--- src/rtl/io_port_hub.sv ---
`default_nettype none
// ============================================================================
//  Module   : io_port_hub
//  Brief    : Port-mapped I/O hub for the RAT MCU port bus. Provides
//             addressable output registers with write-strobe pulses,
//             addressable input ports and an edge-triggered, maskable
//             interrupt controller with sticky pending bits.
//  Revision : 1.0 - initial release
// ============================================================================
module io_port_hub #(
    parameter int         DATA_W        = 8,
    parameter int         NUM_OUT       = 4,
    parameter logic [7:0] OUT_BASE_ID   = 8'h40,
    parameter int         NUM_IN        = 4,
    parameter logic [7:0] IN_BASE_ID    = 8'h20,
    parameter int         NUM_IRQ       = 4,
    parameter logic [7:0] IRQ_STATUS_ID = 8'hF0,
    parameter logic [7:0] IRQ_MASK_ID   = 8'hF1,
    parameter logic [7:0] IRQ_CLR_ID    = 8'hF2,
    parameter int         SYNC_STAGES   = 2
) (
    input  logic                        CLK,
    input  logic                        RESET,
    input  logic [7:0]                  PORT_ID,
    input  logic [DATA_W-1:0]           OUT_PORT,
    input  logic                        IO_STRB,
    output logic [DATA_W-1:0]           IN_PORT,
    input  logic [NUM_IN*DATA_W-1:0]    IN_DATA,
    output logic [NUM_OUT*DATA_W-1:0]   OUT_DATA,
    output logic [NUM_OUT-1:0]          OUT_WR,
    input  logic [NUM_IRQ-1:0]          IRQ_SRC,
    output logic                        INTERRUPT
);

    // ------------------------------------------------------------------------
    // Configuration sanity checks, evaluated at elaboration
    // ------------------------------------------------------------------------
    if ((NUM_OUT < 1) || (NUM_OUT > 16)) begin : g_chk_num_out
        $error("io_port_hub: NUM_OUT must be in 1..16");
    end
    if ((NUM_IN < 1) || (NUM_IN > 16)) begin : g_chk_num_in
        $error("io_port_hub: NUM_IN must be in 1..16");
    end
    if ((int'(OUT_BASE_ID) + NUM_OUT - 1) > 255) begin : g_chk_out_wrap
        $error("io_port_hub: output range wraps past 8'hFF");
    end
    if ((int'(IN_BASE_ID) + NUM_IN - 1) > 255) begin : g_chk_in_wrap
        $error("io_port_hub: input range wraps past 8'hFF");
    end
    if ((NUM_IRQ < 1) || (NUM_IRQ > DATA_W)) begin : g_chk_num_irq
        $error("io_port_hub: NUM_IRQ must be in 1..DATA_W");
    end
    if (SYNC_STAGES < 2) begin : g_chk_sync
        $error("io_port_hub: SYNC_STAGES must be >= 2");
    end

    localparam logic [7:0] c_num_out = 8'(NUM_OUT);
    localparam logic [7:0] c_num_in  = 8'(NUM_IN);

    // ------------------------------------------------------------------------
    // Address decode
    // ------------------------------------------------------------------------
    logic [7:0]               w_out_off;
    logic [7:0]               w_in_off;
    logic                     w_is_status;
    logic                     w_is_mask;
    logic                     w_is_clr;
    logic                     w_is_irq;
    logic                     w_out_sel;
    logic                     w_in_sel;

    // Range offsets are 8-bit unsigned; an ID below the base wraps to a large
    // offset and therefore falls outside the range without a second compare.
    assign w_out_off   = PORT_ID - OUT_BASE_ID;
    assign w_in_off    = PORT_ID - IN_BASE_ID;
    assign w_is_status = (PORT_ID == IRQ_STATUS_ID);
    assign w_is_mask   = (PORT_ID == IRQ_MASK_ID);
    assign w_is_clr    = (PORT_ID == IRQ_CLR_ID);
    assign w_is_irq    = w_is_status | w_is_mask | w_is_clr;
    // Interrupt registers win over the output range, which wins over inputs.
    assign w_out_sel   = ~w_is_irq & (w_out_off < c_num_out);
    assign w_in_sel    = ~w_is_irq & ~w_out_sel & (w_in_off < c_num_in);

    // ------------------------------------------------------------------------
    // Output registers and write strobes
    // ------------------------------------------------------------------------
    logic [NUM_OUT-1:0]       w_out_we;
    logic [NUM_OUT-1:0]       r_out_wr;
    logic [DATA_W-1:0]        r_out_data [NUM_OUT];

    // One-hot write enable for the addressed output register.
    always_comb begin
        w_out_we = '0;
        for (int k = 0; k < NUM_OUT; k++) begin
            if (IO_STRB && w_out_sel && (w_out_off == 8'(k))) begin
                w_out_we[k] = 1'b1;
            end
        end
    end

    // Capture write data and register the per-register strobe pulse.
    always_ff @(posedge CLK) begin
        if (RESET) begin
            r_out_wr <= '0;
            for (int k = 0; k < NUM_OUT; k++) begin
                r_out_data[k] <= '0;
            end
        end else begin
            r_out_wr <= w_out_we;
            for (int k = 0; k < NUM_OUT; k++) begin
                if (w_out_we[k]) begin
                    r_out_data[k] <= OUT_PORT;
                end
            end
        end
    end

    for (genvar k = 0; k < NUM_OUT; k++) begin : g_out_pack
        assign OUT_DATA[k*DATA_W +: DATA_W] = r_out_data[k];
    end

    assign OUT_WR = r_out_wr;

    // ------------------------------------------------------------------------
    // Interrupt controller
    // ------------------------------------------------------------------------
    logic [SYNC_STAGES-1:0][NUM_IRQ-1:0] r_sync;
    logic [NUM_IRQ-1:0]       r_hist;
    logic [NUM_IRQ-1:0]       r_pending;
    logic [NUM_IRQ-1:0]       r_mask;
    logic                     r_interrupt;
    logic [NUM_IRQ-1:0]       w_edge;
    logic [NUM_IRQ-1:0]       w_clr_bits;

    assign w_edge     = r_sync[SYNC_STAGES-1] & ~r_hist;
    assign w_clr_bits = (IO_STRB && w_is_clr) ? OUT_PORT[NUM_IRQ-1:0] : '0;

    // Synchronise the asynchronous request levels and keep one cycle of history.
    always_ff @(posedge CLK) begin
        if (RESET) begin
            r_sync <= '0;
            r_hist <= '0;
        end else begin
            r_sync <= {r_sync[SYNC_STAGES-2:0], IRQ_SRC};
            r_hist <= r_sync[SYNC_STAGES-1];
        end
    end

    // Sticky pending bits: a new edge beats a same-cycle software clear.
    always_ff @(posedge CLK) begin
        if (RESET) begin
            r_pending <= '0;
        end else begin
            r_pending <= (r_pending & ~w_clr_bits) | w_edge;
        end
    end

    // Software-writable interrupt mask.
    always_ff @(posedge CLK) begin
        if (RESET) begin
            r_mask <= '0;
        end else if (IO_STRB && w_is_mask) begin
            r_mask <= OUT_PORT[NUM_IRQ-1:0];
        end
    end

    // Registered MCU interrupt request from any enabled pending source.
    always_ff @(posedge CLK) begin
        if (RESET) begin
            r_interrupt <= 1'b0;
        end else begin
            r_interrupt <= |(r_pending & r_mask);
        end
    end

    assign INTERRUPT = r_interrupt;

    // ------------------------------------------------------------------------
    // Read mux (combinational, independent of IO_STRB)
    // ------------------------------------------------------------------------
    logic [DATA_W-1:0]        w_rd_data;

    // Select pending, mask or an input slice; everything else reads as zero.
    always_comb begin
        w_rd_data = '0;
        if (w_is_status) begin
            w_rd_data = DATA_W'(r_pending);
        end else if (w_is_mask) begin
            w_rd_data = DATA_W'(r_mask);
        end else if (w_in_sel) begin
            for (int k = 0; k < NUM_IN; k++) begin
                if (w_in_off == 8'(k)) begin
                    w_rd_data = IN_DATA[k*DATA_W +: DATA_W];
                end
            end
        end
    end

    assign IN_PORT = w_rd_data;

endmodule
`default_nettype wire

--- config.mk ---
export PLATFORM = sky130hd
export DESIGN_NAME = io_port_hub
export DESIGN_NICKNAME = d
export VERILOG_FILES = /design/src/rtl/io_port_hub.sv
export SDC_FILE = /design/constraint.sdc
export NUM_CORES = 1
export LEC_CHECK = 0
export CAP_MARGIN = 30
export CORE_MARGIN = 4
export CORE_UTILIZATION = 47
export CTS_CLUSTER_SIZE = 10
export DETAILED_ROUTE_END_ITERATION = 12
export PLACE_DENSITY = 0.83
export SYNTH_ARGS = -nofsm -noshare
export SYNTH_HDL_FRONTEND = slang
export SYNTH_SLANG_ARGS = --single-unit
--- constraint.sdc ---
create_clock -name CLK -period 3.3 [get_ports CLK]
set_input_delay 0.66 -clock CLK [delete_from_list [all_inputs] [get_ports CLK]]
set_output_delay 0.66 -clock CLK [all_outputs]
set_load 0.01 [all_outputs]
# Yosys cells after proc, flatten, opt, wreduce, memory -nomap -nowiden
# Memories as Yosys holds them, arrays and structs flattened.
# Cells that the tools add are included.
[op_classes] n_mux=30 n_bitwise=17 reduce_logical=10 n_lt_le_gt_ge=2 n_eq_ne=9 add_sub_neg=2
[op_table] operator="8-bit 2-to-1 mux" count=11
[op_table] operator="8-bit by 2-bit equality test with 1-bit output (second input constant)" count=4
[op_table] operator="8-bit equality test (second input constant)" count=3
[op_table] operator="1-bit 2-to-1 mux" count=18
[op_table] operator="8-bit by 1-bit equality test with 1-bit output (second input constant)" count=2
[op_table] operator="8-bit zero test" count=2
[op_table] operator="8-bit by 3-bit < comparator with 1-bit output (second input constant)" count=2
[op_table] operator="4-bit bitwise AND" count=3
[op_table] operator="4-bit NOT" count=2
[op_table] operator="8-bit by 6-bit subtractor with 8-bit output (second input constant)" count=1
[op_table] operator="8-bit by 7-bit subtractor with 8-bit output (second input constant)" count=1
[op_table] operator="1-bit logical AND" count=7
[op_table] operator="1-bit OR" count=6
[op_table] operator="4-bit 2-to-1 mux" count=1
[op_table] operator="4-bit OR" count=1
[op_table] operator="4-bit OR reduction" count=1
[op_table] operator="1-bit bitwise AND" count=3
[op_table] operator="1-bit NOT" count=2
[totals] input_bits=55 register_bits=25 memories=1 wordCells=78 ramBits=32 out_inout_bits=45
[memory_table] name="r_out_data" words=4 width=8 read_ports=4 rd_ports_with_merged_regs=0 write_ports=4 line="89" text="logic [DATA_W-1:0] r_out_data [NUM_OUT];"

# Depth between registers and ports, before layout
[logic_depth] depth_word=12 ltp_mapped=7 ltp_nobuf=6

# Worst setup path before layout
# Ideal clock, no wire load.
[synth_timing] path_kind="in2out" from="in PORT_ID[5]" to="out IN_PORT[3]" path_slack_ns=0.731 t_required_ns=2.640 path_stages=7 n_path_buf=1 arrival_time_ns=1.909 cell_sequence="inv_1 -> ha_1 -> xor2_1 -> or4_1 -> clkbuf_2 -> o22ai_1 -> and3_1"
[synth_via] elab_chain_len=11 elab_cells_between_ends=25 classes_between="add/sub (2); order compare (2); eq/ne (6); mux (7); bitwise (7); reduce/logical (1)"
[synth_lines] element="start, declared" line="24" text="input logic [7:0] PORT_ID,"
[synth_lines] element="parallel branches: the longest is 10 deep, another holds 8-bit by 7-bit subtractor with 8-bit output"
[synth_lines] element="8-bit 2-to-1 mux *" line="186" text="if (w_is_status) begin"
[synth_lines] element="end, declared" line="27" text="output logic [DATA_W-1:0] IN_PORT,"
# Mark *: on every way between the ends.

# Worst setup path in the final report
[layout_timing] from="in PORT_ID[2]" to="out IN_PORT[3]"
# Same word-level chain as after synthesis.

==> impl_metrics.csv <==
group,metric,value,unit
cells_and_area,fill_cells,366,
floorplan,dieArea,6590,µm²
critical_path,critPathRequiredTime,2640,ps
cells_and_area,nNetsFinal,378,
timing,worst_slack,184,ps
routing,drtIter0Drc,78,
cells_and_area,areaGrowthSynthToFinish,53.9,%
pwr,power_switching,355,µW
timing,fmax,321,MHz
pwr,power-per-cell-area,426,nW/µm²
timing,hold_viol,0,
cts,cts_sinks,57,
cts,htree_levels,3,
global_route,grt-ovfl-total,0,
synthesis,yosys.cell_types.count,42,
pwr,p_comb_share,13.3,%
cells_and_area,finalInstanceArea,3870,µm²
timing,tightest_slew,464,ps
cts,cts_buffers,9,
timing,rsz0062_at_grt,"false",
synthesis,syn_inst,202,
place,dp_hpwl,5.18,mm
critical_path,path_common_cell,"buf_6",
critical_path,crit_end,"IN_PORT[3]",
global_route,antenna_found_initial,0,
pwr,vdd_ir_drop_max,0.447,mV
critical_path,worstSetupPathType,"input pin to output port",
pwr,seq_power_share,47.6,%
pwr,clkPwrFrac,39.0,%
cells_and_area,multiInputGateArea,963,µm²
synthesis,ys.warnings.count,0,
global_route,grtUsageTotal,20.9,%
floorplan,io_pins,100,
timing,fin_crit,3120,ps
critical_path,crit_path_max_incr_delay,530,ps
place,routabilityCongestion,0.826,
floorplan,core_area,5140,µm²
place,dpl_cell_area,3660,µm²
critical_path,crit_slowest_cell,"or4_4",
pwr,p_leak,0.00148,µW
cts,cts_tree,"yes",
critical_path,reg2reg_from,"r_mask[2]",
cells_and_area,layout_common_cells,"89 x clkdlybuf4s50_1, 32 x edfxtp_1, 25 x dfxtp_1",
critical_path,cp-end-kind,"output port",
timing,final_max_slew_viol_count,0,
routing,wirelength,6.45,mm
cts,clk_pin_slew,60,ps
place,pre_cts_slack,-437,ps
critical_path,crit_chain,"clkdlybuf4s50_1 > or2_4 > or4_4 > buf_6 > o22ai_1 > and3_1 > buf_6",
critical_path,crit_start,"PORT_ID[2]",
status,status,"completed",
run,maxCapViolations,0,
routing,viasPerCell,5.08,
cts,cts_buffer_depth,2,
synthesis,synth.avg_cell_area,12.5,µm²
routing,route.vias.total,2018,
floorplan,die_h,81.2,µm
floorplan,die_x,81.2,µm
cells_and_area,drive_above_1_share,16.8,%
critical_path,arrival,2460,ps
cells_and_area,antennaDiodeCount,0,
cts,clk_latency,330,ps
routing,ant_nets,0,
synthesis,ys_seq_area_share,58.1,%
cells_and_area,final_common_cell,"clkdlybuf4s50_1",
cts,root_buffer,"clkbuf_8",
global_route,grt_max_degree,26,
critical_path,reg2reg_slack,2540,ps
timing,period_share,94.4,%
critical_path,reg2reg_to,"INTERRUPT",
critical_path,cp-start-kind,"input pin",
synthesis,yosysTopAreaCellShare,38.2,%
global_route,first_global_vias,2001,
routing,drc_errors,0,
synthesis,yosys-top-cells-area,"edfxtp_1 38%, dfxtp_1 20%, mux4_2 5.4%",
routing,first_pass_iters,4,
synthesis,ys_ff_latch,57,
worst_hold_path,min_path_type,"flop to flop",
critical_path,r2r_cells,2,
floorplan,rows,26,
synthesis,synthesis.area,2520,µm²
synthesis,yosysTopAreaCell,"edfxtp_1",
routing,routedWlPerCell,16.2,µm
global_route,grt_pass1_wl,9.94,mm
timing,relSlewSlack,68.9,%
timing,setup_viol_count_final,0,
timing,finClkSkew,6.30,ps
pwr,p_int,1300,µW
synthesis,synth_nets,258,
cts,cts_hold_buf,0,
place,port_buffers,99,
pwr,switching_share,21.5,%
floorplan,initial_utilization,49.0,%
timing,whs,440,ps
critical_path,crit_fanout,6,
cells_and_area,seq_area,1460,µm²
[synth_stat cells]
cell type and n:
nor3_2 1, and2_1 20, or3_4 1, a221oi_1 2, nand2_1 3, nand3b_2 1
o21bai_1 3, o32ai_1 2, nand2b_1 6, or4_1 1, a22oi_1 2, nor4_1 6
mux2i_1 6, nand3b_1 1, nand4_1 1, nor2_1 12, o22ai_1 4, and2b_2 4
clkbuf_8 2, nand3_1 2, a21oi_1 5, nor4b_4 2, clkbuf_2 1, inv_1 8
and3_1 2, and2b_1 1, buf_6 1, o21a_1 2, or4_4 1, xor2_1 1
a41o_1 1, mux4_2 6, or3_1 1, o21ai_0 4, edfxtp_1 32, clkbuf_1 4
buf_4 1, nor3_1 9, nor2b_1 13, or2_4 1, dfxtp_1 25, ha_1 1
[worst max-delay path: cells and delay by family]
family                 cells  cell delay, ps
and+or+nand+nor            3             990
buffers and inverters      3             700
AOI/OAI and AO/OA          1              90
[layer usage]
layer | wire length (µm) | GRT usage [%] | vias to the layer above
met2 | 3390 | 37.1 | 76
li1 | - | - | 977
met5 | 0 | 0 | -
met3 | 403 | 5.32 | 17
met4 | 182 | 10.1 | 0
met1 | 2470 | 23.3 | 948
[cells by family after synthesis]
| kind of cell | Yosys count | synth area share, % |
|---|---|---|
| muxes | 12 | 7.75 |
| xor gates and xnor gates | 1 | 0.348 |
| AOI/OAI and AO/OA | 25 | 6.66 |
| adders and majority gates | 1 | 0.497 |
| DFF | 57 | 58.1 |
| buffers and inverters | 17 | 3.83 |
| and+or+nand+nor | 89 | 22.9 |
[state kept, by name, indices dropped and copies added (netlist names)]
signal,cells
INTERRUPT,1
OUT_WR,4
r_hist,4
r_mask,4
r_out_data,32
r_pending,4
r_sync,8
[final cells by class]
type	instances	area share (%)
clock inverter	5	1.39
clock buffer	11	3.91
inverter	8	0.775
multi-input combinational	128	24.9
sequential	57	37.7
timing repair buffer	118	29.1
tap	70	2.26
[power by group through the flow]
stage               registers (µW)  clock network, µW  logic [µW]
global route                   789                686         235
CTS                            786                660         222
finish                         786                644         220
detailed placement             801                  0         221
global placement               800                  0         214
floorplan                      812                  0        67.6
[stage by stage]
step | TNS [ps] | power, µW | instances | utilization, %
2_1_floorplan | 0 | 880 | 202 | -
3_3_place_gp | -2380 | 1010 | 380 | 71.3
3_5_place_dp | -2870 | 1020 | 380 | 71.3
4_1_cts | 0 | 1670 | 397 | 75.3
5_1_grt | 0 | 1710 | 397 | 75.4
6_report | 0 | 1650 | 397 | 75.4
[how the worst min path moves through the flow]
stage                   start  slack, ps        end  depth (start not counted)
CTS                 r_sync[1]        440  r_sync[5]                          1
floorplan           r_sync[0]        410  r_sync[4]                          1
global placement    r_sync[1]        420  r_sync[5]                          1
detailed placement  r_sync[0]        430  r_sync[4]                          1
global route        r_sync[1]        460  r_sync[5]                          1
finish              r_sync[1]        440  r_sync[5]                          1
[timing repair]
action                                  in CTS  in global routing
endpoints found under the setup margin       8                  3
setup buffers                                1                  0
pin swaps                                    1                  2
resized for setup                           18                  4
Note: power is estimated with default switching activity, not from simulation.
